`config.mk`:
```
export PLATFORM = sky130hd
export DESIGN_NAME = fifo_stream_ctrl
export DESIGN_NICKNAME = d
export VERILOG_FILES = /design/src/rtl/fifo_stream_ctrl.sv
export SDC_FILE = /design/constraint.sdc
export NUM_CORES = 1
export LEC_CHECK = 0
export CORE_AREA = 3 3 97 99
export CTS_CLUSTER_DIAMETER = 100
export DETAILED_ROUTE_END_ITERATION = 8
export DIE_AREA = 0 0 100 102
export MAX_ROUTING_LAYER = met4
export SYNTH_ARGS = -nofsm -noshare
export SYNTH_HDL_FRONTEND = slang
export SYNTH_SLANG_ARGS = --single-unit
```
`constraint.sdc`:
```
create_clock -name clk -period 7.4 [get_ports clk]
set_input_delay 1.48 -clock clk [delete_from_list [all_inputs] [get_ports clk]]
set_output_delay 1.48 -clock clk [all_outputs]
set_load 0.05 [all_outputs]
```
`src/rtl/fifo_stream_ctrl.sv`:
```
// Stream-side command controller for the convolution result FIFO: turns a valid/ready input
// stream into FIFO write/read commands and re-streams the registered read data downstream.
module fifo_stream_ctrl #(
  parameter int unsigned data_width = 20,
  parameter int unsigned fifo_depth = 3,
  localparam int unsigned cnt_w = $clog2(fifo_depth + 1)
) (
  input  logic                  clk,
  input  logic                  reset,
  input  logic                  in_valid,
  input  logic [data_width-1:0] in_data,
  output logic                  in_ready,
  output logic                  out_valid,
  output logic [data_width-1:0] out_data,
  input  logic                  out_ready,
  output logic [1:0]            fifo_command,
  output logic [data_width-1:0] fifo_wr_data,
  input  logic [data_width-1:0] fifo_rd_data,
  input  logic [1:0]            fifo_status,
  output logic [cnt_w-1:0]      occupancy,
  output logic                  err
);

  typedef enum logic {
    GrantWrite,
    GrantRead
  } grant_e;

  localparam logic [cnt_w-1:0] DepthCnt = cnt_w'(fifo_depth);

  logic                  full;
  logic                  empty;
  logic                  pop;
  logic                  wr_req;
  logic                  rd_req;
  logic                  grant_wr;
  logic                  grant_rd;
  logic [2:0]            ob_committed;

  grant_e                last_grant_q, last_grant_d;
  logic [1:0]            ob_cnt_q, ob_cnt_d;
  logic                  rd_inflight_q;
  logic [data_width-1:0] ob_q [2];
  logic [data_width-1:0] ob_d [2];
  logic [cnt_w-1:0]      occ_q, occ_d;
  logic                  err_q, err_d;

  assign full  = fifo_status[1];
  assign empty = fifo_status[0];
  assign pop   = out_valid && out_ready;

  // Words the output buffer is already committed to hold once the in-flight read lands.
  assign ob_committed = {1'b0, ob_cnt_q} + {2'b00, rd_inflight_q} - {2'b00, pop};

  assign wr_req = !reset && in_valid && !full;
  assign rd_req = !reset && !empty && (ob_committed < 3'd2);

  // Contested cycles go to whichever side did not win last time.
  assign grant_wr = wr_req && (!rd_req || (last_grant_q == GrantRead));
  assign grant_rd = rd_req && !grant_wr;

  assign in_ready     = grant_wr;
  assign fifo_command = {grant_wr, grant_rd};
  assign fifo_wr_data = in_data;

  assign out_valid = (ob_cnt_q != 2'd0);
  assign out_data  = ob_q[0];
  assign occupancy = occ_q;
  assign err       = err_q;

  always_comb begin
    last_grant_d = last_grant_q;
    if (grant_wr) begin
      last_grant_d = GrantWrite;
    end else if (grant_rd) begin
      last_grant_d = GrantRead;
    end
  end

  // Two-entry in-order output buffer; entry 0 is the head.
  always_comb begin
    ob_d[0]  = ob_q[0];
    ob_d[1]  = ob_q[1];
    ob_cnt_d = ob_cnt_q;
    case ({rd_inflight_q, pop})
      2'b01: begin
        ob_d[0]  = ob_q[1];
        ob_cnt_d = ob_cnt_q - 2'd1;
      end
      2'b10: begin
        if (ob_cnt_q == 2'd0) begin
          ob_d[0] = fifo_rd_data;
        end else begin
          ob_d[1] = fifo_rd_data;
        end
        ob_cnt_d = ob_cnt_q + 2'd1;
      end
      2'b11: begin
        if (ob_cnt_q == 2'd1) begin
          ob_d[0] = fifo_rd_data;
        end else begin
          ob_d[0] = ob_q[1];
          ob_d[1] = fifo_rd_data;
        end
      end
      default: ;
    endcase
  end

  always_comb begin
    occ_d = occ_q;
    if (grant_wr && (occ_q != DepthCnt)) begin
      occ_d = occ_q + 1'b1;
    end else if (grant_rd && (occ_q != '0)) begin
      occ_d = occ_q - 1'b1;
    end
  end

  always_comb begin
    err_d = err_q;
    if ((full && (occ_q != DepthCnt)) || (empty && (occ_q != '0))) begin
      err_d = 1'b1;
    end
  end

  always_ff @(posedge clk) begin
    if (reset) begin
      last_grant_q  <= GrantRead;
      ob_cnt_q      <= 2'd0;
      rd_inflight_q <= 1'b0;
      ob_q[0]       <= '0;
      ob_q[1]       <= '0;
      occ_q         <= '0;
      err_q         <= 1'b0;
    end else begin
      last_grant_q  <= last_grant_d;
      ob_cnt_q      <= ob_cnt_d;
      rd_inflight_q <= grant_rd;
      ob_q[0]       <= ob_d[0];
      ob_q[1]       <= ob_d[1];
      occ_q         <= occ_d;
      err_q         <= err_d;
    end
  end

endmodule
```
==> results of run 1 <==
Yosys cell counts, drive strengths merged:
cell,count,area [µm²]
a21boi,1,7.510
a21oi,6,33.78
a221oi,20,300.3
a311oi,1,15.01
a31o,1,8.760
and2,1,6.260
and3,1,6.260
buf,50,387.9
clkbuf,7,33.78
dfxtp,47,940.9
fa,1,20.02
ha,3,37.54
inv,6,22.52
mux2i,21,210.2
nand2,3,11.26
nand2b,2,12.51
nand3,2,15.01
nand3b,1,7.510
nor2,48,180.2
nor3,21,205.2
o2111ai,1,8.760
o211ai,1,7.510
o21a,2,15.01
o21ai,4,20.01
o22ai,1,6.260
or4b,1,10.01
xnor2,1,8.760
xor2,2,17.52
report_power, final:
group | total (mW) | internal [mW] | switching [mW]
logic | 0.789 | 0.281 | 0.508
clock network | 0.188 | 0.101 | 0.0875
registers | 0.377 | 0.328 | 0.0486
worst register-to-register path, stage by stage (launching register included):
cell and delay, ns:
dfxtp_1 0.42, inv_1 0.09, ha_1 0.25, nand2b_1 0.21
ha_1 0.34, nand2b_1 0.17, fa_1 0.38, xnor2_1 0.18
nand3_2 0.19, or4b_1 0.50, o211ai_1 0.09
logic make-up (layout without fill, tap and decap cells):
family                     Yosys count  after routing  synth area share
and+or+nand+nor                     80             80            0.1777
buffers and inverters               63             69            0.1738
DFF                                 47             47            0.3681
AOI/OAI and AO/OA                   38             38            0.1654
muxes                               21             21           0.08223
adders and majority gates            4              4           0.02252
xor gates and xnor gates             3              3           0.01028
layout by cell type (no fill, tap or decap), drive strengths merged, types with 2 or more instances in the layout:
| master | count |
|---|---|
| a21oi | 6 |
| a221oi | 20 |
| buf | 4 |
| clkbuf | 5 |
| clkdlybuf4s50 | 51 |
| clkinv | 2 |
| dfxtp | 47 |
| ha | 3 |
| inv | 6 |
| mux2i | 21 |
| nand2 | 3 |
| nand2b | 2 |
| nand3 | 2 |
| nor2 | 48 |
| nor3 | 21 |
| o21a | 2 |
| o21ai | 4 |
| xor2 | 2 |
routing by layer:
| layer | share of wire | vias to the layer above | GRT usage |
|---|---|---|---|
| met5 | 0 | - | - |
| met4 | 0.0021 | 0 | 0.03316 |
| met3 | 0.054 | 4 | 0.02662 |
| met2 | 0.49 | 43 | 0.1637 |
| met1 | 0.46 | 773 | 0.1326 |
| li1 | - | 858 | - |
cell type report:
| type | count | area, µm² |
|---|---|---|
| Clock buffer | 5 | 68.82 |
| Clock inverter | 3 | 43.79 |
| Fill cell | 875 | 5692 |
| Inverter | 6 | 22.52 |
| Multi-Input combinational cell | 146 | 1195 |
| Sequential cell | 47 | 940.9 |
| Tap cell | 108 | 135.1 |
| Timing Repair Buffer | 55 | 538.0 |
flip-flops by register name (all words and copies together) (netlist names):
signal	cells
ob_q	40
ob_cnt_q	2
occupancy	2
err	1
last_grant_q	1
rd_inflight_q	1
metrics by stage:
| step | setup WS (ns) | utilization | std cells | instance area (µm²) | power [mW] |
|---|---|---|---|---|---|
| after floorplan | 2.165 | - | 256 | 2556 | 1.090 |
| after global placement | 1.493 | 0.3279 | 362 | 2831 | 1.177 |
| after detailed placement | 1.442 | 0.3279 | 362 | 2831 | 1.183 |
| after CTS | 1.418 | 0.3409 | 370 | 2944 | 1.379 |
| after global routing | 1.256 | 0.3409 | 370 | 2944 | 1.453 |
| final | 1.451 | 0.3409 | 370 | 2944 | 1.354 |
worst min-delay path by stage:
stage / endpoint / cells past startpoint / slack, ns
after floorplan: ob_q[0][0] / 2 / 0.47
after global placement: err / 1 / 0.46
after detailed placement: err / 1 / 0.45
after CTS: err / 1 / 0.48
after global routing: err / 1 / 0.53
final: err / 1 / 0.48
==> summary.txt, run 1 <==
Timing
  • Final setup vio count: 0
  • Final setup skew: 0.01245 ns
  • Final Max Tran Viols: 0
  • Worst-Margin Slew: 1.069 ns
  • Hold_ws: 0.4813 ns
  • Fmax: 0.1681 GHz
  • Total Neg Setup Slack: 0 ns
  • Fin. Hold Viols: 0
  • Tcrit/Tclk final: 0.8040
  • RSZ-0062 raised after global routing: no
  • Relative slew margins: 0.2720
  • Minimum clock period: 5.949 ns

Placed design
  • Routability cong.: 0.7611
  • Port Buffers: 52
  • Half-perimeter wire length after placement: 3.230 mm

Yosys
  • Syn Area/Cell: 9.985 µm²
  • Area of the mapped netlist: 2556 µm²
  • Synthesized net count: 306
  • Post-synthesis sequential element count: 47
  • Post-synth cell types: 37
  • Number of synthesis warnings: 0
  • Sequential share of the synthesized area: 0.3681
  • Syn Inst Count: 256

Status
  • Status: finished, final reports clean

Pwr
  • P per Cell Area: 459.9 nW/µm²
  • Leak pwr: 1.068 nW
  • Peak VDD IR: 0.2706 mV

Final layout
  • Fraction of layout cells with a size suffix above 1: 0.2176
  • Diode count: 0
  • Layout net count: 311
  • Area Overhead vs Synth: 15.17%

GRT
  • Initial antenna violation count: 0
  • Largest net degree at the start of global routing: 48
  • Total gr overflow: 0
  • GR Util All Layers: 0.1045
  • First-pass GRT wire length: 8.328 mm
  • Vias in the first global route: 1681

Critical path
  • CP cell instances: clkdlybuf4s50_1, nand2b_1, ha_1, nand2b_1, fa_1, xnor2_1, nand3_2, a21oi_1, clkdlybuf4s50_1
  • CP bufs+invs: 2
  • Setup Crit Path Kind: in2out
  • Critical Path End: fifo_command[0]
  • Crit Path Max Fanout: 9
  • Required time worst endpoint: 5.92 ns
  • Reg2reg path depth: 10
  • CP startpoint: out_ready
  • Critical path data arrival time: 4.47 ns
  • Worst Setup Start Kind: primary input
  • Slowest CP cell: clkdlybuf4s50_1
  • Crit path largest cell delay: 0.83 ns
  • Cell count along the critical path: 9
  • Critical path's top delay family: buffers and inverters
  • Critical path capture point type: output port
  • End of the worst register-to-register path: occupancy[0]
  • Launch point of the worst reg-to-reg path: ob_cnt_q[1]
  • Reg2reg setup slack: 4.52 ns

Drt
  • Antenna viol nets, final: 0
  • 1st-iter DRT viols: 60
  • Final wirelength: 4.858 mm
  • Number of remaining DRC errors: 0
  • Avg WL per Cell: 13.13 µm
  • Vias per inst: 4.535
  • DRT Pass-1 Iters: 4
  • Vias: 1678

Floorplanning
  • Die X: 100 µm
  • Rows: 34
  • Die Y: 102 µm
  • Die Area: 10200 µm²
  • Starting Density: 0.2960
  • I/O Pins: 93
  • Placeable Area: 8636 µm²

Flow run
  • Max_cap viols: 0

Clocking
  • H-tree depth: 2
  • CTS tree: built
  • Num Clock Sinks: 47
  • Clock root buffer: clkbuf_8
  • Num CTS Buffers: 5
  • CTS clk-pin slew, worst paths: 0.10 ns
  • Cts hold-fix bufs: 0
  • Post-CTS sizing: 0
  • Number of post-CTS setup repair buffers: 0
  • Clk buf depth: 2
  • Worst-skew pair later-pin latency: 0.30 ns

Min path
  • Hold path start: err
  • Worst Hold Class: reg2reg
No activity file was read; power rests on OpenSTA's default activity.
==> run 2, diff against run 1 <==
==> constraint.sdc (replaced) <==
create_clock -name clk -period 5.4 [get_ports clk]
set_input_delay 1.08 -clock clk [delete_from_list [all_inputs] [get_ports clk]]
set_output_delay 1.08 -clock clk [all_outputs]
set_load 0.05 [all_outputs]
==> run 2 against run 1 <==
Compared with the run above: clock power up 61%; flip-flop and latch count did not move; register-to-register slack worse by 2.0 ns; sequential power increased by 37%; clock skew is 0.0089 ns lower; sequential share of layout area shrank 0.22 points.
==> summary.txt, run 2 (same netlist as run 1, synthesis figures left out) <==
Final layout
  • Cell area after layout: 2964 µm²
  • Finished Layout Cells: 371
  • Largest Register: ob_q
  • Most frequent cells in the layout: 48 x nor2_1, 48 x clkdlybuf4s50_1, 47 x dfxtp_1
  • Area Overhead vs Synth: 15.96%
  • Layout net count: 312
  • Diode count: 0
  • Multi-input logic area: 1195 µm²
  • Fraction of layout cells with a size suffix above 1: 0.2281
  • Max reg flops: 40
  • Storage element area: 940.9 µm²
  • Fill count: 901

Timing
  • Hold_ws: 0.4769 ns
  • Worst-Margin Slew: 1.062 ns
  • Final setup vio count: 0
  • Minimum clock period: 4.573 ns
  • Final setup skew: 0.003576 ns
  • Final Max Tran Viols: 0
  • Tcrit/Tclk final: 0.8469
  • Relative slew margins: 0.2766
  • Total Neg Setup Slack: 0 ns
  • Setup WS post-layout: 0.8266 ns
  • Fin. Hold Viols: 0
  • Fmax: 0.2187 GHz
  • RSZ-0062 raised after global routing: no

Floorplanning
  • Die Y: 102 µm
  • I/O Pins: 93
  • Rows: 34
  • Die Area: 10200 µm²
  • Placeable Area: 8636 µm²
  • Die X: 100 µm
  • Starting Density: 0.2960

Drt
  • Vias per inst: 4.528
  • Final wirelength: 4.931 mm
  • Avg WL per Cell: 13.29 µm
  • Antenna viol nets, final: 0
  • DRT Pass-1 Iters: 4
  • Vias: 1680
  • 1st-iter DRT viols: 33
  • Number of remaining DRC errors: 0

Pwr
  • Switch share: 0.4640
  • Leak pwr: 1.085 nW
  • P_int: 1.020 mW
  • P per Cell Area: 642.2 nW/µm²
  • Clock power share: 0.159
  • Seq pwr share: 0.271
  • Psw: 883.2 µW
  • Peak VDD IR: 0.3569 mV
  • Logic gate share of total power: 0.570

Clocking
  • Num Clock Sinks: 47
  • Cts hold-fix bufs: 0
  • Num CTS Buffers: 5
  • Clk buf depth: 2
  • Post-CTS sizing: 0
  • Number of post-CTS setup repair buffers: 0
  • CTS tree: built
  • Worst-skew pair later-pin latency: 0.29 ns
  • CTS clk-pin slew, worst paths: 0.09 ns
  • Clock root buffer: clkbuf_8
  • H-tree depth: 2

Placed design
  • # placed instances: 363
  • Port Buffers: 52
  • Pre-CTS setup slack: 0.8107 ns
  • Half-perimeter wire length after placement: 3.323 mm
  • Routability cong.: 0.7527
  • Placed cell area: 2831 µm²

Flow run
  • Max_cap viols: 0

Critical path
  • Worst Setup Start Kind: primary input
  • Reg2reg path depth: 10
  • Setup Crit Path Kind: in2out
  • Required time worst endpoint: 4.32 ns
  • Crit Path Max Fanout: 9
  • Critical path data arrival time: 3.49 ns
  • Critical path capture point type: output port

Min path
  • Worst Hold Class: reg2reg
  • Hold path cells: 1

Status
  • Status: finished, final reports clean

GRT
  • GR Util All Layers: 0.1042
  • Largest net degree at the start of global routing: 27
  • Initial antenna violation count: 0
  • Total gr overflow: 0
  • First-pass GRT wire length: 8.169 mm
  • Vias in the first global route: 1692
run 2: cell types whose count changed in the layout (fill, tap and decap cells not counted), sizes merged:
cell	before	now
clkinv	2	0
clkdlybuf4s50	51	48
clkbuf	5	6
buf	4	8
bufinv	1	2
run 2: power by group through the flow:
stage                     clock network, mW  registers (mW)  logic, mW
final                                 0.302           0.516       1.09
after global routing                  0.335           0.535       1.17
after CTS                             0.318           0.519       1.10
after detailed placement                  0           0.527       1.10
after global placement                    0           0.522       1.09
after floorplan                           0           0.521      0.973
run 2: per-stage QoR:
| stage | power, mW | util |
|---|---|---|
| after floorplan | 1.494 | - |
| after global placement | 1.615 | 0.3279 |
| after detailed placement | 1.625 | 0.3279 |
| after CTS | 1.937 | 0.3432 |
| after global routing | 2.040 | 0.3432 |
| final | 1.904 | 0.3432 |
run 2: critical path: stages:
cell and delay (ns):
clkdlybuf4s50_1 0.59, nand2b_1 0.14, ha_1 0.35, nand2b_1 0.17, fa_1 0.38, xnor2_1 0.17
nand3_2 0.18, a21oi_1 0.20, buf_4 0.23
run 2: metal layers:
metal	wire, µm	GRT usage
met5	0	-
met4	68	0.03523
met3	270	0.02935
met2	2306	0.1724
met1	2285	0.1223
run 2: layout make-up:
type | instances | area share
Timing Repair Buffer | 56 | 0.1815
Clock buffer | 6 | 0.02448
Inverter | 6 | 0.007598
Multi-Input combinational cell | 146 | 0.4031
Clock inverter | 2 | 0.02026
Tap cell | 108 | 0.04559
Sequential cell | 47 | 0.3174
run 2: worst paths after layout:
check	startpoint	end	slack, ns
min	err	err	0.48
min reg2reg	err	err	0.48
max reg2reg	ob_cnt_q[1]	occupancy[0]	2.49
max	out_ready	fifo_command[0]	0.83
